## src/rtl/cmdrx.sv

```systemverilog
// cmdrx: assembles host bytes into 40-bit SUMP commands and strobes exec_o per command.
// Latency: 1 cycle from the strobe of the last byte of a command (opcode or 4th arg) to exec_o.
// Backpressure: none; every rx_stb_i byte is accepted, back-to-back bytes included.
//
// Ports:
//   clk_i, rst_i      clock, synchronous active-high reset
//   rx_stb_i, rx_i    received-byte strobe and byte
//   cmd_o             last complete command {opcode[39:32], argument[31:0]}
//   exec_o            one-cycle strobe, cmd_o just updated
//   busy_o            long command partially received
//   err_o             one-cycle strobe, partial command dropped by timeout
//
// Optional feature macro: LOGIP_CMDRX_TIMEOUT_EN enables the inter-byte timeout
// (TIMEOUT cycles). Without it, err_o is tied low and ARG waits forever.
module cmdrx #(
  parameter int TIMEOUT = 1000000
) (
  input  logic        clk_i,
  input  logic        rst_i,
  input  logic        rx_stb_i,
  input  logic [7:0]  rx_i,
  output logic [39:0] cmd_o,
  output logic        exec_o,
  output logic        busy_o,
  output logic        err_o
);

  if (TIMEOUT < 2) begin : g_bad_timeout
    $error("cmdrx: TIMEOUT must be >= 2");
  end

  typedef enum logic {S_IDLE, S_ARG} state_t;

  state_t      r_state;
  logic [1:0]  r_idx;
  logic [7:0]  r_op;     // shadow opcode
  logic [31:0] r_arg;    // shadow argument, filled LSB-first
  logic [39:0] r_cmd;
  logic        r_exec;
  logic        r_busy;
  logic        r_err;
  logic        w_expire;

`ifdef LOGIP_CMDRX_TIMEOUT_EN
  localparam int CW = (TIMEOUT > 2) ? $clog2(TIMEOUT) : 1;

  logic [CW-1:0] r_cnt;

  // r_cnt is 0 in the cycle after an accepted byte, so it holds TIMEOUT-2 in the
  // cycle whose closing edge is the (TIMEOUT-1)th idle edge; firing here makes
  // err_o appear in the cycle after edge N+TIMEOUT-1 for a last byte at edge N.
  // A byte in that same cycle wins, so the strobe gates expiry.
  assign w_expire = (r_state == S_ARG) && !rx_stb_i && (r_cnt == CW'(TIMEOUT - 2));

  always_ff @(posedge clk_i) begin
    if (rst_i) begin
      r_cnt <= '0;
    end else if (rx_stb_i || r_state != S_ARG) begin
      r_cnt <= '0;
    end else begin
      r_cnt <= r_cnt + CW'(1);
    end
  end
`else
  assign w_expire = 1'b0;
`endif

  always_ff @(posedge clk_i) begin
    if (rst_i) begin
      r_state <= S_IDLE;
      r_idx   <= 2'd0;
      r_op    <= 8'h00;
      r_arg   <= 32'h0;
      r_cmd   <= 40'h0;
      r_exec  <= 1'b0;
      r_busy  <= 1'b0;
      r_err   <= 1'b0;
    end else begin
      r_exec <= 1'b0;
      r_err  <= 1'b0;
      case (r_state)
        S_IDLE: begin
          if (rx_stb_i) begin
            if (!rx_i[7]) begin
              r_cmd  <= {rx_i, 32'h0};
              r_exec <= 1'b1;
            end else begin
              r_op    <= rx_i;
              r_arg   <= 32'h0;
              r_idx   <= 2'd0;
              r_state <= S_ARG;
              r_busy  <= 1'b1;
            end
          end
        end
        S_ARG: begin
          if (rx_stb_i) begin
            r_arg[8*r_idx +: 8] <= rx_i;
            if (r_idx == 2'd3) begin
              // Fourth byte goes straight to cmd_o; shadow holds bytes 0..2.
              r_cmd   <= {r_op, rx_i, r_arg[23:0]};
              r_exec  <= 1'b1;
              r_state <= S_IDLE;
              r_busy  <= 1'b0;
            end else begin
              r_idx <= r_idx + 2'd1;
            end
          end else if (w_expire) begin
            r_state <= S_IDLE;
            r_busy  <= 1'b0;
            r_op    <= 8'h00;
            r_arg   <= 32'h0;
            r_idx   <= 2'd0;
            r_err   <= 1'b1;
          end
        end
        default: r_state <= S_IDLE;
      endcase
    end
  end

  assign cmd_o  = r_cmd;
  assign exec_o = r_exec;
  assign busy_o = r_busy;
  assign err_o  = r_err;

endmodule

```

## config.mk

```make
export PLATFORM = sky130hd
export DESIGN_NAME = cmdrx
export DESIGN_NICKNAME = d
export VERILOG_FILES = /design/src/rtl/cmdrx.sv
export SDC_FILE = /design/constraint.sdc
export NUM_CORES = 1
export LEC_CHECK = 0
export ABC_AREA = 1
export CORE_ASPECT_RATIO = 1.25
export CORE_UTILIZATION = 45
export DETAILED_ROUTE_END_ITERATION = 10
export PLACE_DENSITY = 0.65
export SLEW_MARGIN = 20
export SYNTH_ARGS = -nofsm -noshare
export SYNTH_HDL_FRONTEND = slang
export SYNTH_SLANG_ARGS = --single-unit
```

## constraint.sdc

```tcl
create_clock -name clk_i -period 5 [get_ports clk_i]
set_input_delay 0.75 -clock clk_i [delete_from_list [all_inputs] [get_ports clk_i]]
set_output_delay 0.75 -clock clk_i [all_outputs]
set_load 0.05 [all_outputs]
```

==> results of run 1 <==
==> cell type report <==
cell class / count / area [um2] / share of cell area [%]
clock buffer: 12 / 145 / 3.28
clock inverter: 4 / 95.1 / 2.15
inverter: 94 / 353 / 7.98
multi-input combinational: 399 / 1630 / 36.9
sequential: 77 / 1540 / 34.9
tap: 95 / 119 / 2.69
timing repair buffer: 54 / 536 / 12.1
==> worst max-delay path: stages, from the launching register on <==
cell	delay [ns]
dfxtp_1	0.80
inv_2	0.30
nand2_1	0.12
nand2_1	0.25
nand2_4	0.52
inv_1	0.33
nor2_1	0.17
nor2_1	0.05
==> state kept, by name (all words and copies together) (netlist names) <==
name     count
r_arg       24
cmd_o       40
r_state      1
r_op         8
busy_o       1
r_idx        2
exec_o       1
==> path summary, 6_finish.rpt <==
path | from | endpoint | cells after the start | slack, ns
setup / recovery | r_state | cmd_o[22] | 7 | 2.36
hold / removal | r_op[3] | r_op[3] | 2 | 0.45
setup reg to reg | r_state | cmd_o[22] | 7 | 2.36
hold reg to reg | r_op[3] | r_op[3] | 2 | 0.45
==> per-stage QoR <==
stage | total power, mW | util [%] | hold WS, ns
finish | 1.54 | 56.1 | 0.450
global route | 1.61 | 56.1 | 0.472
CTS | 1.56 | 56.0 | 0.453
detailed placement | 0.984 | 53.0 | 0.440
global placement | 0.981 | 53.0 | 0.432
floorplan | 0.908 | - | 0.424
==> cells in the mapped netlist (all sizes together) <==
master	n	share of area (%)
a21oi	12	1.6
buf	19	3.1
clkbuf	12	1.3
conb	1	0.10
dfxtp	77	42
ha	5	1.7
inv	94	9.6
nand2	191	20
nand3	14	1.9
nand4	1	0.17
nor2	151	16
nor3	7	0.95
o21ai	16	2.2
or2	1	0.17
==> layer usage <==
layer / up-vias / routed length, um
li1: 1809 / -
met1: 1422 / 3660
met2: 45 / 3660
met3: 10 / 220
met4: 0 / 148
met5: - / 0
==> power by group <==
group | internal, mW | switching (mW)
combinational | 0.0933 | 0.198
clock | 0.345 | 0.226
sequential | 0.655 | 0.0219
==> kinds of logic (layout without fill, tap and decap cells) <==
| family | Yosys count | after routing |
|---|---|---|
| AOI/OAI and AO/OA | 28 | 28 |
| other | 1 | 1 |
| adders and majority gates | 5 | 5 |
| and+or+nand+nor | 365 | 365 |
| buffers and inverters | 125 | 164 |
| DFF | 77 | 77 |
==> impl_metrics.toml, run 1 <==
[pwr]
peakVddDrop_mv = 0.202
leakagePower_nw = 2.29
power_per_cell_area_nw_per_um2 = 348

[timing]
fin_crit_sh_pct = 52.7
max_slew_margin_pct = 51.3
final.setup.worst_slack_ns = 2.36
report.final.slew_viol_count = 0
layout_min_cycle_time_ns = 2.64
timing.fmax_ghz = 0.379
worst-slew-pin-transition_ns = 0.730
grt_setup_unrepaired = "false"
clock_skew_ns = 0.00745
totalNegativeSetupSlack_ns = 0
report.final.setup_viol = 0
hold_viol = 0

[global_routing]
grt.total_usage_pct = 19.0
globalRouteMet2Util_pct = 33.7
use_met3_pct = 4.08
grt_busiest_layer = "met2"
grt_first_pass_wirelength_um = 13000
grt_max_degree = 60
grt_antenna_before_repair = 0
grt_use_met1_pct = 22.4
grt_pass1_vias = 2943
grt_remaining_overflow = 0

[floorplan]
fp.dieH_um = 103
die-width_um = 82.9
die-area_um2 = 8540
floorplan.io_pins = 54
floorplan.initialDensity_pct = 46.7
fp.coreArea_um2 = 7880
placement_rows = 36

[place]
dpl-instance-area_um2 = 4170
dp.cells = 719
routabilityCongestion = 0.827
port-buffer-count = 52
pre_cts_slack_ns = 1.63
dp_hpwl_um = 5020

[yosys]
multiplexer_area_fraction_after_synthesis_pct = 0
synthAdderAreaFrac_pct = 1.70
compound_cell_area_share_of_the_yosys_netlist_pct = 3.81
syn-cell-area_um2 = 3680
ys_types = 21
mean_area_per_synthesized_cell_um2 = 6.12
synth.ff_latch_count = 77
main_combinational_cell_family_by_area_after_synthesis = "simple AND/OR/NAND/NOR gates"
synthesis.nets = 617
synth_xor_xnor_area_share_pct = 0
post_synth_and_or_nand_nor_area_fraction_pct = 38.6
ys_seq_area_share_pct = 41.9
synth_instances = 601
ys_warn_count = 0

[clocking]
tritoncts.num_buffers = 9
insertion_delay_ns = 0.36
clock_tree_from_tritoncts = "yes"
post_cts_buffers = 0
ctsHtreeMaxLevel = 3
cts_hold_buf = 0
cts_resized = 0
clk_pin_slew_worst_paths_ns = 0.07
max-clock-path-buffers = 2
cts_root_buf = "clkbuf_8"
clkSinkCount = 77

[layout]
layout.cells.non_filler = 735
most-common-layout-cells = "nand2_1 (187), nor2_1 (150), inv_1 (91), dfxtp_1 (77), clkdlybuf4s50_1 (52)"
area_growth_syn_to_layout_pct = 20.1
final_cell_area_um2 = 4420
nets = 651
fillCellCount = 784
drive_above_1_share_pct = 3.75
num_antenna_cells = 0
layout_commonest_cell = "nand2_1"

[run_status]
run_status = "finished clean"

[worst_hold_path]
hold_path.class = "reg2reg"

[critical_path]
path_class = "reg2reg"
required_ns = 5.25
worstPathMaxFanout = 59
worst_ep_arrival_time_ns = 2.89
setup.worst_path.start_class = "flop"
timing.critical_path.to_type = "flop"

[routing]
routed_wirelength_um = 7690
drt_first_pass_iters = 4
routed-via-count = 3286
via_per_inst = 4.47
final_antenna_net_count = 0
detail_route.wl_per_cell_um = 10.5
drt-initial-drc-count = 152
detail_route.drc_violations = 0

[job]
max-cap-violations = 0
(Power assumes the default switching activity.)
==> run 2: changes to the inputs <==
clock period = 2.55 ns   (was 5 ns; I/O delays follow)
==> impl_metrics.toml, run 2 (synthesized netlist as in run 1, its figures left out) <==
[timing]
grt_setup_unrepaired = "false"
report.final.setup_viol = 0
fin_crit_sh_pct = 74.8
report.final.slew_viol_count = 0
worst-slew-pin-transition_ns = 0.569
max_slew_margin_pct = 62.0
clock_skew_ns = 0.00750
totalNegativeSetupSlack_ns = 0
layout_min_cycle_time_ns = 1.91
hold_viol = 0
timing.fmax_ghz = 0.525

[run_status]
run_status = "finished clean"

[clocking]
cts_hold_buf = 0
insertion_delay_ns = 0.36
cts_resized = 0
cts_root_buf = "clkbuf_8"
post_cts_buffers = 0
ctsHtreeMaxLevel = 3
tritoncts.num_buffers = 9
clkSinkCount = 77
clk_pin_slew_worst_paths_ns = 0.08
max-clock-path-buffers = 2
clock_tree_from_tritoncts = "yes"

[critical_path]
worstPathCellList = "clkdlybuf4s50_1"
critPathSlowestCell = "clkdlybuf4s50_1"
worst_ep_arrival_time_ns = 1.52
worstPathMaxFanout = 2
setup.worst_path.start_class = "flop"
slowest_delay_ns = 0.81
path_class = "reg2out"
critPathBufInv = 1
required_ns = 2.17
timing.critical_path.to_type = "primary output"
crit_family = "buffers and inverters"
r2r_slack_ns = 0.69

[pwr]
switching_power_mw = 0.884
power.switching_fraction_pct = 29.3
power_report.internal_total_mw = 2.13
power.share.clock_pct = 36.7
peakVddDrop_mv = 0.368
power_per_cell_area_nw_per_um2 = 674
power.sequential.fraction_pct = 44.0
share_comb_of_total_power_pct = 19.3
total_power_mw = 3.02
leakagePower_nw = 2.32

[floorplan]
floorplan.io_pins = 54
fp.dieH_um = 103
die-width_um = 82.9
placement_rows = 36
die-area_um2 = 8540
fp.coreArea_um2 = 7880
floorplan.initialDensity_pct = 46.7

[global_routing]
grt_antenna_before_repair = 0
grt_pass1_vias = 3100
grt_remaining_overflow = 0
grt.total_usage_pct = 20.5
grt_first_pass_wirelength_um = 13900
grt_max_degree = 37

[job]
max-cap-violations = 0

[layout]
final_cell_area_um2 = 4470
layout_commonest_cell = "nand2_1"
nets = 658
area_growth_syn_to_layout_pct = 21.5
number_of_flip_flops_in_the_largest_register = 40
most-common-layout-cells = "nand2_1 (187), nor2_1 (150), inv_1 (91), dfxtp_1 (77), clkdlybuf4s50_1 (52)"
layout.cells.non_filler = 742
num_antenna_cells = 0
drive_above_1_share_pct = 5.10

[place]
port-buffer-count = 52
routabilityCongestion = 0.841
dp.cells = 726
dp_hpwl_um = 5370
dpl-instance-area_um2 = 4230

[routing]
routed_wirelength_um = 7870
routed-via-count = 3343
drt_first_pass_iters = 4
final_antenna_net_count = 0
detail_route.drc_violations = 0
drt-initial-drc-count = 129
detail_route.wl_per_cell_um = 10.6
via_per_inst = 4.51

[worst_hold_path]
hold_path.class = "reg2reg"
## run 2: cell types whose count changed in the layout (fill, tap and decap cells not counted), sizes merged
cell    change
buf         +7
bufinv      -1
clkbuf      +1
## run 2: final timing paths
check        depth (start not counted)        end    start
max reg2reg                          8  cmd_o[20]  r_state
min reg2reg                          2    r_op[2]  r_op[2]
min                                  2    r_op[2]  r_op[2]
max                                  1     busy_o   busy_o
## run 2: area by class of cell
type                            count  area (um2)
Inverter                           94         353
Timing Repair Buffer               61         588
Clock inverter                      3        65.1
Multi-Input combinational cell    399        1630
Tap cell                           95         119
Fill cell                         781        3410
Clock buffer                       13         179
Sequential cell                    77        1540
## run 2: power groups by stage
stage	registers, mW	logic [mW]	clock network, mW
final	1.33	0.583	1.11
after global routing	1.34	0.655	1.18
after CTS	1.33	0.587	1.13
after detailed placement	1.36	0.584	0
after global placement	1.35	0.578	0
after floorplan	1.49	0.287	0
## run 2: layer usage
metal / wire, um / up-vias / GRT usage (%)
met1: 3810 / 1458 / 23.8
met2: 3590 / 49 / 35.8
met5: 0 / - / 0
met3: 220 / 15 / 3.52
met4: 247 / 0 / 12.1
li1: - / 1821 / -
## run 2: through the flow
step | hold WS, ns | setup WS [ns] | util (%)
floorplan | 0.424 | 0.985 | -
global placement | 0.433 | 0.570 | 53.6
detailed placement | 0.439 | 0.506 | 53.6
CTS | 0.451 | 0.617 | 56.7
global route | 0.473 | 0.476 | 56.7
finish | 0.449 | 0.644 | 56.7
==> run 3: changes to the inputs <==
PLACE_DENSITY = 0.68   (was 0.65)
clock period = 1.6 ns   (was 2.55 ns; I/O delays follow)
==> impl_metrics.toml, run 3 (synthesized netlist as in run 1, its figures left out) <==
[pwr]
switching_power_mw = 1.39
power.share.clock_pct = 30.7
share_comb_of_total_power_pct = 21.7
power.sequential.fraction_pct = 47.6
peakVddDrop_mv = 0.586
power.switching_fraction_pct = 31.4
total_power_mw = 4.44
leakagePower_nw = 2.44
power_per_cell_area_nw_per_um2 = 997
power_report.internal_total_mw = 3.05

[timing]
timing.fmax_ghz = 0.682
layout_min_cycle_time_ns = 1.47
report.final.slew_viol_count = 0
fin_crit_sh_pct = 91.6
clock_skew_ns = 0.00832
hold_viol = 0
worst_hold_slack_ns = 0.448
grt_setup_unrepaired = "false"
report.final.setup_viol = 0

[routing]
routed_wirelength_um = 8090
detail_route.drc_violations = 0
final_antenna_net_count = 0
routed-via-count = 3432
drt-initial-drc-count = 125
detail_route.wl_per_cell_um = 10.7
via_per_inst = 4.56
drt_first_pass_iters = 4

[global_routing]
grt_antenna_before_repair = 0
grt_first_pass_wirelength_um = 13500
grt_pass1_vias = 2948
grt.total_usage_pct = 20.2
grt_max_degree = 46
grt_remaining_overflow = 0

[critical_path]
cp-startpoint = "r_idx[0]"
worstPathCellList = "buf_4 > ha_1 > nand2_1 > nand2_1 > nand2_2 > buf_12 > nand2_1 > nand2_1 > nor2_1"
critPathBufInv = 2
critical_path_cell_count = 9
crit_path_frequent_cell = "nand2_1"
required_ns = 1.85
launching_point_of_the_worst_reg2reg_path = "r_idx[0]"
worst-r2r-cell-count = 9
r2r_slack_ns = 0.13
cp-endpoint = "cmd_o[34]"
timing.critical_path.to_type = "flop"
slowest_delay_ns = 0.31
setup.worst_path.start_class = "flop"
crit_family = "simple AND/OR/NAND/NOR gates"
worst_ep_arrival_time_ns = 1.71
worst_r2r_endpoint = "cmd_o[34]"
path_class = "reg2reg"
critPathSlowestCell = "dfxtp_1"
worstPathMaxFanout = 45

[clocking]
max-clock-path-buffers = 2
ctsHtreeMaxLevel = 3
cts_root_buf = "clkbuf_8"
clkSinkCount = 77
clk_pin_slew_worst_paths_ns = 0.08
clock_tree_from_tritoncts = "yes"
tritoncts.num_buffers = 9
insertion_delay_ns = 0.36

[floorplan]
fp.dieH_um = 103
placement_rows = 36
floorplan.initialDensity_pct = 46.7
floorplan.io_pins = 54
die-area_um2 = 8540
die-width_um = 82.9
fp.coreArea_um2 = 7880

[run_status]
run_status = "finished clean"

[place]
dp_hpwl_um = 5490
routabilityCongestion = 0.828
port-buffer-count = 52

[layout]
number_of_flip_flops_in_the_largest_register = 40
drive_above_1_share_pct = 12.9
num_antenna_cells = 0
area_growth_syn_to_layout_pct = 20.9
nets = 670
fillCellCount = 788
most-common-layout-cells = "nand2_1 (187), nor2_1 (150), inv_1 (91), dfxtp_1 (76), buf_4 (59)"
layout_commonest_cell = "nand2_1"

[job]
max-cap-violations = 0

[worst_hold_path]
hold_path.class = "reg2reg"
-- run 3: cell count changes in the layout (fill, tap and decap cells not counted), sizes merged --
cell	previous run	this run
buf	9	63
clkdlybuf4s50	52	10
bufinv	2	0
clkbuf	13	14
-- run 3: metrics by stage --
step                std cells  setup TNS, ns  worst slack [ns]  cell area [um2]  utilization (%)
finish                    753              0             0.134             4450             56.5
floorplan                 601              0            0.0354             3680                -
detailed placement        737         -0.325           -0.0619             4250             54.0
global placement          737         -0.239           -0.0646             4250             54.0
CTS                       752              0            0.0798             4430             56.2
global route              753              0           0.00902             4450             56.5
-- run 3: per-layer routing --
metal	up-vias	global-route usage (%)	routed length, um
li1	1847	-	-
met4	0	9.81	178
met1	1493	23.9	3610
met5	-	0	0
met3	12	4.64	429
met2	80	35.0	3870
-- run 3: how the worst min path moves through the flow --
stage,endpoint,depth (start not counted),from
3_3_place_gp,r_op[2],2,r_op[2]
6_report,r_op[0],2,r_op[0]
5_1_grt,r_op[2],2,r_op[2]
4_1_cts,r_op[2],2,r_op[2]
2_1_floorplan,r_op[5],2,r_op[5]
3_5_place_dp,r_op[2],2,r_op[2]
-- run 3: layout make-up --
cell class / instances / area [um2] / share of cell area [%]
clock buffers: 14 / 173 / 3.88
clock inverters: 1 / 5.00 / 0.112
inverters: 94 / 353 / 7.93
multi-input cells: 399 / 1640 / 36.7
flip-flops and latches: 77 / 1540 / 34.7
well taps: 95 / 119 / 2.67
repair buffers: 73 / 623 / 14.0
-- run 3: worst reg2reg max path: stages (launching register included) --
cell	delay, ns
dfxtp_1	0.31
buf_4	0.15
ha_1	0.20
nand2_1	0.09
nand2_1	0.09
nand2_2	0.11
buf_12	0.22
nand2_1	0.09
nand2_1	0.06
nor2_1	0.04
-- run 3: power groups by stage --
stage	Combinational [mW]	Clock, mW	Sequential, mW
2_1_floorplan	0.457	0	2.38
3_3_place_gp	0.946	0	2.15
3_5_place_dp	0.959	0	2.16
4_1_cts	0.965	1.40	2.11
5_1_grt	1.07	1.49	2.13
6_report	0.962	1.36	2.11
-- run 3: repair_timing --
item / 4_1_cts / 5_1_grt
setup buffers: 0 / 1
hold buffers: 0 / 0
setup endpoints to repair: 0 / 18
resized for setup: 0 / 3
